==> src/rtl/kb_read_arbiter.sv <==
// Round-robin read arbiter between keyboard_buf and its CPU / echo consumers.
// Also sequences buffer flushes and counts characters dropped on a full buffer.
module kb_read_arbiter #(
   parameter int unsigned CLR_CYCLES = 2,
   parameter int unsigned DROP_W     = 8
) (
   input  logic              clk,
   input  logic              reset,
   input  logic              kb_status,
   input  logic [6:0]        kb_data,
   input  logic              buf_full,
   input  logic              rx_done,
   output logic              kb_read_en,
   output logic              kb_clear,
   input  logic              cpu_req,
   input  logic              cpu_clr,
   input  logic              echo_req,
   output logic              cpu_ack,
   output logic              echo_ack,
   output logic [6:0]        rd_data,
   output logic              busy,
   output logic [DROP_W-1:0] drop_cnt
);

   localparam int unsigned CNT_W = 4;
   localparam logic [DROP_W-1:0] DROP_MAX = '1;

   typedef enum logic [1:0] {IDLE, READ, ACK, CLEAR} state_t;

   state_t           state;
   state_t           state_nxt;
   logic [CNT_W-1:0] clr_cnt;
   logic             clr_pending;
   logic             grant_echo;
   logic             last_echo;
   logic             grant_sel;
   logic             clr_entry;
   logic             read_entry;
   logic             drop_evt;

   // On a tie the requester that did not win last time is chosen
   assign grant_sel  = (cpu_req && echo_req) ? ~last_echo : echo_req;
   assign clr_entry  = (state == IDLE) && (state_nxt == CLEAR);
   assign read_entry = (state == IDLE) && (state_nxt == READ);
   assign drop_evt   = rx_done && buf_full;

   always_ff @(posedge clk) begin
      if (!reset) state <= IDLE;
      else        state <= state_nxt;
   end

   always_comb begin
      state_nxt = state;
      case (state)
         IDLE: begin
            if (clr_pending || cpu_clr)
               state_nxt = CLEAR;
            else if (kb_status && (cpu_req || echo_req))
               state_nxt = READ;
         end
         READ:    state_nxt = ACK;
         ACK:     state_nxt = IDLE;
         CLEAR:   if (clr_cnt <= CNT_W'(1)) state_nxt = IDLE;
         default: state_nxt = IDLE;
      endcase
   end

   always_comb begin
      kb_read_en = 1'b0;
      kb_clear   = 1'b0;
      cpu_ack    = 1'b0;
      echo_ack   = 1'b0;
      busy       = (state != IDLE);
      case (state)
         READ:  kb_read_en = 1'b1;
         ACK: begin
            cpu_ack  = ~grant_echo;
            echo_ack = grant_echo;
         end
         CLEAR: kb_clear = 1'b1;
         default: ;
      endcase
   end

   // Grant, captured data, flush bookkeeping and drop counter
   always_ff @(posedge clk) begin
      if (!reset) begin
         clr_cnt     <= '0;
         clr_pending <= 1'b0;
         grant_echo  <= 1'b0;
         last_echo   <= 1'b1;
         rd_data     <= '0;
         drop_cnt    <= '0;
      end else begin
         if (clr_entry)
            clr_cnt <= CNT_W'(CLR_CYCLES);
         else if (state == CLEAR)
            clr_cnt <= clr_cnt - CNT_W'(1);

         if (clr_entry)
            clr_pending <= 1'b0;
         else if (cpu_clr)
            clr_pending <= 1'b1;

         if (read_entry) begin
            grant_echo <= grant_sel;
            last_echo  <= grant_sel;
         end

         if (state == READ)
            rd_data <= kb_data;

         if (clr_entry)
            drop_cnt <= '0;
         else if (drop_evt && (drop_cnt != DROP_MAX))
            drop_cnt <= drop_cnt + DROP_W'(1);
      end
   end

endmodule

==> config.mk <==
export PLATFORM = sky130hd
export DESIGN_NAME = kb_read_arbiter
export DESIGN_NICKNAME = d
export VERILOG_FILES = /design/src/rtl/kb_read_arbiter.sv
export SDC_FILE = /design/constraint.sdc
export NUM_CORES = 1
export LEC_CHECK = 0
export ABC_AREA = 1
export CAP_MARGIN = 20
export CELL_PAD_IN_SITES_DETAIL_PLACEMENT = 0
export CELL_PAD_IN_SITES_GLOBAL_PLACEMENT = 2
export CORE_MARGIN = 4
export CORE_UTILIZATION = 22
export DETAILED_ROUTE_END_ITERATION = 12
export PLACE_DENSITY = 0.74
export SLEW_MARGIN = 20
export SYNTH_ARGS = -nofsm -noshare
export SYNTH_HDL_FRONTEND = slang
export SYNTH_SLANG_ARGS = --single-unit
==> constraint.sdc <==
create_clock -name clk -period 1.3 [get_ports clk]
set_input_delay 0.26 -clock clk [delete_from_list [all_inputs] [get_ports clk]]
set_output_delay 0.26 -clock clk [all_outputs]
set_load 0.01 [all_outputs]
==> results.cfg, run 1 <==
[status]
status = finished with violations
failed_checks = setup timing

[cts]
htreeDepth = 1
clock_latency_ns = 0.26
cts_buffer_depth = 2
clkSinkCount = 24
path_clk_slew_ns = 0.07
cts_made_buffers = 3
hold_buffers = 0
cts_root_buffer = clkbuf_8
tritoncts = yes

[route]
drc_errors = 0
vias_per_cell = 4.16
vias = 1168
finalWirelength_um = 3050
firstDrtPassIters = 3
wl_per_cell_um = 10.8
antenna_left = 0
drt_iter0_markers = 17

[timing]
maxSlewViolCount = 0
fin_crit_ns = 1.33
hold_viol = 0
max_freq_mhz = 752
setup_viol_count_final = 11
finClkSkew_ns = 0.00408
tns_ns = -0.154
fin_crit_sh_pct = 102
whs_ns = 0.470
worst_pin_slew_ns = 0.500
relSlewSlack_pct = 66.6
rsz0062_at_grt = true
fin_ws_ns = -0.0293

[yosys]
synth_top_family_by_area = simple AND/OR/NAND/NOR gates
synth_top_area_share_pct = 43.3
synth_adder_area_share_pct = 3.39
yosysTopAreaCell = dfxtp_1
syn-cell-area_um2 = 1110
yosys_warnings = 0
synth.distinct_cells = 22
syn_avg_cell_area_um2 = 7.25
synth_mux_area_share_pct = 0
ys_ff_latch = 24
syn-num-nets = 171
synthTopCellsByArea = dfxtp_1 (43%), nand2_1 (10%), nor2_1 (8.8%), inv_1 (5.4%), a21oi_1 (5.0%)
yosys.area_share.simple_pct = 29.0
synth_cells = 153
yosysSeqAreaShare_pct = 43.3
synth_compound_area_share_pct = 10.9
synth-xor-area-share_pct = 5.53

[layout]
n_antenna_cell = 0
fin_nets = 234
syn_to_final_growth_pct = 69.1
layout_common_cells = buf_4 (25), nand2_1 (24), nor2_1 (21)
final_common_cell = buf_4
final_cells = 281
finalInstanceArea_um2 = 1870
nFillCells = 516
drive_above_1_share_pct = 38.3

[power_and_ir_drop]
vdd_ir_drop_max_v = 0.000360
switching_share_pct = 29.8
power.switching_uw = 544
combPwrFrac_pct = 31.2
power.internal_uw = 1280
p_total_uw = 1830
p_per_area_nw_per_um2 = 976
clockPowerShare_pct = 23.0
power_leakage_uw = 0.000872
seq_power_share_pct = 45.9

[placed_design]
dpl_cell_area_um2 = 1690
portBuffers = 34
dp.cells = 275
dpl.hpwl_um = 2240
place_congestion = 0.772

[global_routing]
grt_first_pass_wirelength_um = 4980
antenna_found_initial = 0
grt_pass1_vias = 1228
grt_util_all_layers_pct = 9.76
overflow = 0
grt_max_degree = 13

[floorplanning]
die_h_um = 79.0
start_util_pct = 23.0
ios = 35
dieArea_um2 = 6240
rows = 25
die_x_um = 79.0
fp.coreArea_um2 = 4820

[setup_path]
cp-end-kind = register
crit_required_ns = 1.45
cp-start-kind = register
cp.arrival_ns = 1.48
crit_type = reg -> reg
worstPathMaxFanout = 6

[run]
cap_violations = 0

[worst_hold_path]
hold_class = reg -> reg
==> cells in the mapped netlist <==
cell type and instances:
nand3b_1 2, xnor2_1 2, nor2_1 26, inv_1 16, nand3_1 7, a21boi_0 1, dfxtp_1 24, nor3_1 2
and3_1 1, ha_1 3, a21oi_1 11, buf_6 1, nand2_1 31, nor2_2 1, clkbuf_1 1, nand3_2 1
o21ai_0 10, inv_2 3, xor2_1 5, nand4_1 1, nand2_2 3, a21oi_2 1
==> power groups by stage <==
stage / Combinational, uW / Sequential, uW / Clock [uW]
floorplan: 194 / 857 / 0
global placement: 472 / 847 / 0
detailed placement: 478 / 846 / 0
CTS: 520 / 837 / 446
global route: 628 / 848 / 480
finish: 570 / 839 / 420
==> worst max-delay path, cell delays in order (launching register included) <==
cell and delay [ns]:
dfxtp_2 0.36, inv_2 0.05, ha_4 0.15, inv_2 0.05
nand2_2 0.05, nand2_2 0.08, nand2_2 0.06, nand2_4 0.07
nand3_4 0.15, nand2_8 0.14, a21oi_2 0.05
==> final cells by class <==
cell class | instances | area [um2] | share of cell area, %
multi-input combinational | 109 | 699 | 37.3
sequential | 24 | 493 | 26.3
timing repair buffer | 59 | 485 | 25.9
tap | 67 | 83.8 | 4.47
inverter | 19 | 71.3 | 3.81
clock buffer | 3 | 41.3 | 2.20
==> worst paths after layout <==
kind,slack (ns),to,cells past startpoint,startpoint
worst max-delay path,-0.03,clr_cnt[0],10,clr_cnt[0]
worst min-delay path,0.47,last_echo,2,last_echo
worst max register to register,-0.03,clr_cnt[0],10,clr_cnt[0]
worst min register to register,0.47,last_echo,2,last_echo
==> logic make-up (layout without fill, tap and decap cells) <==
group / count (synthesis) / after routing
adder cells (fa/ha/maj): 3 / 3
AO/OA/AOI/OAI: 23 / 23
XOR/XNOR: 7 / 7
AND/OR/NAND/NOR: 75 / 76
flip-flops: 24 / 24
buffers and inverters: 21 / 81
==> metrics by stage <==
step	utilization, %	setup slack, ns
after floorplan	-	0.00238
after global placement	35.2	-0.264
after detailed placement	35.2	-0.300
after global routing	38.9	-0.112
after CTS	37.2	-0.0298
final	38.9	-0.0293
==> repair_timing <==
item,in CTS,in global routing
setup buffers,2,0
pin swaps,7,6
gates cloned,1,0
resized for setup,58,26
endpoints found under the setup margin,35,20
==> registers in the layout, summed over array words and instances, names as in the netlist <==
name         flops
drop_cnt         8
rd_data          7
last_echo        1
grant_echo       1
clr_pending      1
state            2
clr_cnt          4
==> metal layers <==
metal | global-route usage, % | vias to the layer above | part of all wire, %
met1 | 11.3 | 537 | 45
met5 | 0 | - | 0
li1 | - | 605 | -
met3 | 2.15 | 2 | 4.3
met2 | 17.7 | 24 | 50
met4 | 3.09 | 0 | 0.62
Power figures use the tool's default switching activity.
==> inputs of run 2 (changes only) <==
--- a/config.mk
+++ b/config.mk
@@ -10,9 +10,11 @@
 export CELL_PAD_IN_SITES_DETAIL_PLACEMENT = 0
 export CELL_PAD_IN_SITES_GLOBAL_PLACEMENT = 2
 export CORE_MARGIN = 4
-export CORE_UTILIZATION = 22
+export CORE_UTILIZATION = 29
+export CTS_CLUSTER_DIAMETER = 150
 export DETAILED_ROUTE_END_ITERATION = 12
-export PLACE_DENSITY = 0.74
+export DONT_BUFFER_PORTS = 1
+export PLACE_DENSITY = 0.72
 export SLEW_MARGIN = 20
 export SYNTH_ARGS = -nofsm -noshare
 export SYNTH_HDL_FRONTEND = slang
==> results.cfg, run 2 (synthesis gave the netlist of run 1 again) <==
[status]
status = finished, final reports clean

[power_and_ir_drop]
vdd_ir_drop_max_v = 0.000399
power_leakage_uw = 0.000649
power.internal_uw = 1160
seq_power_share_pct = 52.5
p_per_area_nw_per_um2 = 1120
switching_share_pct = 28.8
power.switching_uw = 468
p_total_uw = 1630
clockPowerShare_pct = 26.0
combPwrFrac_pct = 21.6

[timing]
relSlewSlack_pct = 83.4
hold_viol = 0
finClkSkew_ns = 0.00306
setup_viol_count_final = 0
worst_pin_slew_ns = 0.248
max_freq_mhz = 779
rsz0062_at_grt = true
tns_ns = 0
maxSlewViolCount = 0
fin_crit_sh_pct = 98.8
fin_crit_ns = 1.28

[placed_design]
place_congestion = 0.741
portBuffers = 0
dpl.hpwl_um = 1950

[floorplanning]
fp.coreArea_um2 = 3690
rows = 22
dieArea_um2 = 4880
start_util_pct = 30.1
ios = 35
die_h_um = 69.8
die_x_um = 69.8

[global_routing]
overflow = 0
grt_first_pass_wirelength_um = 4350
antenna_found_initial = 0
grt_pass1_vias = 988
grt_util_all_layers_pct = 10.8
grt_max_degree = 13

[layout]
drive_above_1_share_pct = 34.1
largest_reg_flops = 8
top_regs = drop_cnt (8), rd_data (7), clr_cnt (4)
regMostFlops = drop_cnt
n_antenna_cell = 0
multi_input_area_um2 = 628
final_common_cell = nand2_1
syn_to_final_growth_pct = 30.8
seq_area_um2 = 488
nFillCells = 414
fin_nets = 196
layout_common_cells = nand2_1 (27), nor2_1 (22), buf_4 (20)

[setup_path]
path_cells = inv_2, ha_4, inv_2, nand2_1, nand2_1, nand2_1, nand2_2, nand3_4, buf_6, a21oi_2
cp-end-kind = register
cp_slowest_cell = dfxtp_2
cp.arrival_ns = 1.48
cp_slowest_stage_delay_ns = 0.35
critPathMostFrequentCell = nand2_1
worstPathMaxFanout = 4
crit_buf_inv = 3
critPathTopFamily = simple AND/OR/NAND/NOR gates
crit_required_ns = 1.49
cp-start-kind = register
crit_type = reg -> reg

[cts]
cts_buffer_depth = 2
htreeDepth = 1
cts_made_buffers = 3
path_clk_slew_ns = 0.08
cts_root_buffer = clkbuf_8
tritoncts = yes
clkSinkCount = 24
clock_latency_ns = 0.26

[route]
vias_per_cell = 4.43
drt_iter0_markers = 25
wl_per_cell_um = 11.2
vias = 992
firstDrtPassIters = 3
finalWirelength_um = 2500
drc_errors = 0
antenna_left = 0

[run]
cap_violations = 0

[worst_hold_path]
hold_class = in -> reg
-- run 2: cell count changes in the layout (fill, tap and decap cells not counted), sizes merged --
cell,before,now
clkdlybuf4s50,14,0
dlygate4sd2,14,0
buf,29,21
clkbuf,4,3
clkdlybuf4s15,1,0
-- run 2: worst paths after layout --
kind / end / cells after the start / slack (ns) / start
worst max-delay path: clr_cnt[1] / 10 / 0.02 / clr_cnt[0]
worst min-delay path: last_echo / 1 / 0.09 / reset
worst max register to register: clr_cnt[1] / 10 / 0.02 / clr_cnt[0]
worst min register to register: last_echo / 2 / 0.48 / last_echo
-- run 2: power by group through the flow --
stage	Clock, uW	Sequential [uW]	Combinational, uW
6_report	422	854	351
5_1_grt	492	863	400
4_1_cts	444	848	287
3_5_place_dp	0	865	282
3_3_place_gp	0	864	280
2_1_floorplan	0	857	194
-- run 2: layout make-up --
class	instances	share of cell area, %
Multi-Input combinational cell	109	43.3
Sequential cell	24	33.6
Timing Repair Buffer	21	11.1
Clock buffer	3	2.85
Tap cell	48	4.14
Inverter	19	4.92
-- run 2: per-stage QoR --
stage / area (um2) / setup WS, ns / utilization [%] / hold WS (ns) / cells
after floorplan: 1110 / 0.00238 / - / 0.395 / 153
after global placement: 1300 / -0.0652 / 35.2 / 0.350 / 218
after detailed placement: 1300 / -0.110 / 35.2 / 0.359 / 218
after CTS: 1350 / -0.0479 / 36.5 / 0.0849 / 221
after global routing: 1450 / -0.0978 / 39.3 / 0.0859 / 224
final: 1450 / 0.0162 / 39.3 / 0.0905 / 224
-- run 2: routing by layer --
layer,vias to the layer above,global-route usage (%),wire length [um]
li1,532,-,-
met1,437,11.0,1050
met2,21,19.8,1270
met3,2,3.48,160
met4,0,4.47,23
met5,-,0,0
-- run 2: timing repair --
| item | CTS | global route |
|---|---|---|
| pin swaps | 0 | 6 |
| setup endpoints to repair | 16 | 19 |
| setup buffers | 0 | 2 |
| gates cloned | 0 | 1 |
| hold endpoints to repair | 0 | 0 |
| gates resized for setup | 2 | 28 |
| hold buffers | 0 | 0 |
==> inputs of run 3 (changes only) <==
--- a/config.mk
+++ b/config.mk
@@ -5,16 +5,15 @@
 export SDC_FILE = /design/constraint.sdc
 export NUM_CORES = 1
 export LEC_CHECK = 0
-export ABC_AREA = 1
 export CAP_MARGIN = 20
 export CELL_PAD_IN_SITES_DETAIL_PLACEMENT = 0
 export CELL_PAD_IN_SITES_GLOBAL_PLACEMENT = 2
 export CORE_MARGIN = 4
-export CORE_UTILIZATION = 29
+export CORE_UTILIZATION = 35
 export CTS_CLUSTER_DIAMETER = 150
 export DETAILED_ROUTE_END_ITERATION = 12
 export DONT_BUFFER_PORTS = 1
-export PLACE_DENSITY = 0.72
+export PLACE_DENSITY = 0.75
 export SLEW_MARGIN = 20
 export SYNTH_ARGS = -nofsm -noshare
 export SYNTH_HDL_FRONTEND = slang
==> constraint.sdc (replaced) <==
create_clock -name clk -period 1.2 [get_ports clk]
set_input_delay 0.24 -clock clk [delete_from_list [all_inputs] [get_ports clk]]
set_output_delay 0.24 -clock clk [all_outputs]
set_load 0.01 [all_outputs]
==> results.cfg, run 3 <==
[timing]
whs_ns = 0.0447
worst_pin_slew_ns = 0.332
finClkSkew_ns = 0.00690
max_freq_mhz = 721
maxSlewViolCount = 0
setup_viol_count_final = 15
relSlewSlack_pct = 77.3
fin_ws_ns = -0.187
fin_crit_sh_pct = 116
rsz0062_at_grt = true
fin_crit_ns = 1.39
hold_viol = 0

[yosys]
yosysSeqAreaShare_pct = 40.5
yosysTopAreaCell = dfxtp_1
synth_edf_count = 0
syn_avg_cell_area_um2 = 9.19
synthTopCellsByArea = dfxtp_1 (41%), mux2i_1 (10%), o211ai_1 (6.3%), nor2b_1 (3.7%), ha_1 (3.2%)
yosys_warnings = 0
synthFlopType = dfxtp_1
synth_common_cells = dfxtp_1 (24), mux2i_1 (12), o211ai_1 (10), inv_1 (8), nor2b_1 (7)
ys_ff_latch = 24
synth_cells = 129
synth.distinct_cells = 39
syn-cell-area_um2 = 1190
synth_top_area_share_pct = 40.5
async_flop_share_pct = 0
synth_most_common_cell = dfxtp_1
syn-num-nets = 147

[floorplanning]
die_h_um = 66.2
dieArea_um2 = 4380
ios = 35
start_util_pct = 37.6
rows = 20
fp.coreArea_um2 = 3150
die_x_um = 66.2

[worst_hold_path]
hold_depth = 2
worstHoldEndpoint = state[0]
hold_path_startpoint = reset
hold_class = in -> reg

[cts]
cts_made_buffers = 3
cts_buffer_depth = 2
path_clk_slew_ns = 0.13
clock_latency_ns = 0.32
clkSinkCount = 24
htreeDepth = 1
hold_buffers = 0
tritoncts = yes
cts_root_buffer = clkbuf_4

[route]
firstDrtPassIters = 4
drc_errors = 0
drt_iter0_markers = 53
vias = 1073
vias_per_cell = 5.31
finalWirelength_um = 2960
antenna_left = 0
wl_per_cell_um = 14.6

[setup_path]
worstPathMaxFanout = 7
r2r_end = clr_cnt[1]
crit_buf_inv = 3
crit_type = reg -> out
cp_slowest_stage_delay_ns = 0.37
critPathMostFrequentCell = buf_6
cp-end-kind = output port
r2r_start = state[1]
rr_worst_depth = 7
critPathLaunch = state[1]
path_cells = buf_6, nor2b_2, buf_6, buf_6
rrSetupSlack_ns = -0.10
crit_required_ns = 0.96
cp_slowest_cell = dfxtp_2
critPathTopFamily = flip-flops
cp.arrival_ns = 1.15
cp-start-kind = register

[global_routing]
antenna_found_initial = 0
grt_max_degree = 24
grt_first_pass_wirelength_um = 4970
overflow = 0
grt_util_all_layers_pct = 14.6
grt_pass1_vias = 1087

[layout]
regMostFlops = drop_cnt
top_regs = drop_cnt (8), rd_data (7), clr_cnt (4)
fin_nets = 177
layout_common_cells = buf_4 (22), dfxtp_1 (17), mux2i_1 (10), o211ai_1 (10)
largest_reg_flops = 8
drive_above_1_share_pct = 44.3
nFillCells = 307
syn_to_final_growth_pct = 43.1
n_antenna_cell = 0
final_common_cell = buf_4

[placed_design]
place_congestion = 0.759
post-place-ws_ns = -0.0419
portBuffers = 0
dpl.hpwl_um = 2100

[power_and_ir_drop]
vdd_ir_drop_max_v = 0.000541
p_per_area_nw_per_um2 = 1170
power_leakage_uw = 0.000630

[run]
cap_violations = 0

[status]
failed_checks = setup timing
status = finished with violations
## run 3: worst max path at each step
stage | end | slack, ns | cells past startpoint
after CTS | kb_read_en | -0.22 | 4
after global routing | cpu_ack | -0.26 | 3
after floorplan | drop_cnt[1] | 0.01 | 6
after global placement | drop_cnt[4] | 0.007 | 5
after detailed placement | drop_cnt[1] | -0.04 | 5
final | kb_read_en | -0.19 | 4
## run 3: stage by stage
step | cells | instance area (um2) | setup TNS, ns | utilization, % | total power, uW
after floorplan | 129 | 1210 | 0 | - | 1140
after global placement | 191 | 1430 | 0 | 45.4 | 1290
after detailed placement | 191 | 1430 | -0.0879 | 45.4 | 1300
after CTS | 202 | 1630 | -1.95 | 51.6 | 1990
after global routing | 202 | 1700 | -2.60 | 53.8 | 2110
final | 202 | 1700 | -1.08 | 53.8 | 1990
## run 3: worst reg2reg max path: cells and delay by family, from the launching register on
kind	cells	cell delay, ns
simple gates	1	0.06
buf+inv	4	0.50
flops	1	0.39
compound gates	2	0.30
## run 3: where the power goes
part / internal, uW / switching [uW]
sequential: 846 / 53.7
clock: 338 / 254
combinational: 282 / 215
total: 1470 / 523
## run 3: per-layer routing
layer  up-vias  track usage (%)  share of wire (%)
li1        530                -                  -
met1       505             17.2                 44
met2        34             25.3                 48
met3         4             5.27                7.0
met4         0             3.05               0.95
met5         -                0                  0
## run 3: timing repair
item / 4_1_cts / 5_1_grt
pin swaps: 9 / 8
buffers inserted: 7 / 2
gates resized for setup: 23 / 21
gates cloned: 0 / 0
setup endpoints to repair: 14 / 28
## run 3: logic make-up after synthesis
family | share of synthesized area (%)
AO/OA/AOI/OAI | 19.8
XOR/XNOR | 1.48
buffers and inverters | 5.70
multiplexers | 10.1
AND/OR/NAND/NOR | 19.2
adder cells (fa/ha/maj) | 3.16
flip-flops | 40.5
## run 3: area by class of cell
cell class	count	area (um2)	share of cell area, %
multi-input cells	89	761	44.8
flip-flops and latches	24	494	29.1
repair buffers	32	299	17.6
well taps	44	55.1	3.24
inverters	9	36.3	2.14
clock inverters	1	30.0	1.77
clock buffers	3	22.5	1.33
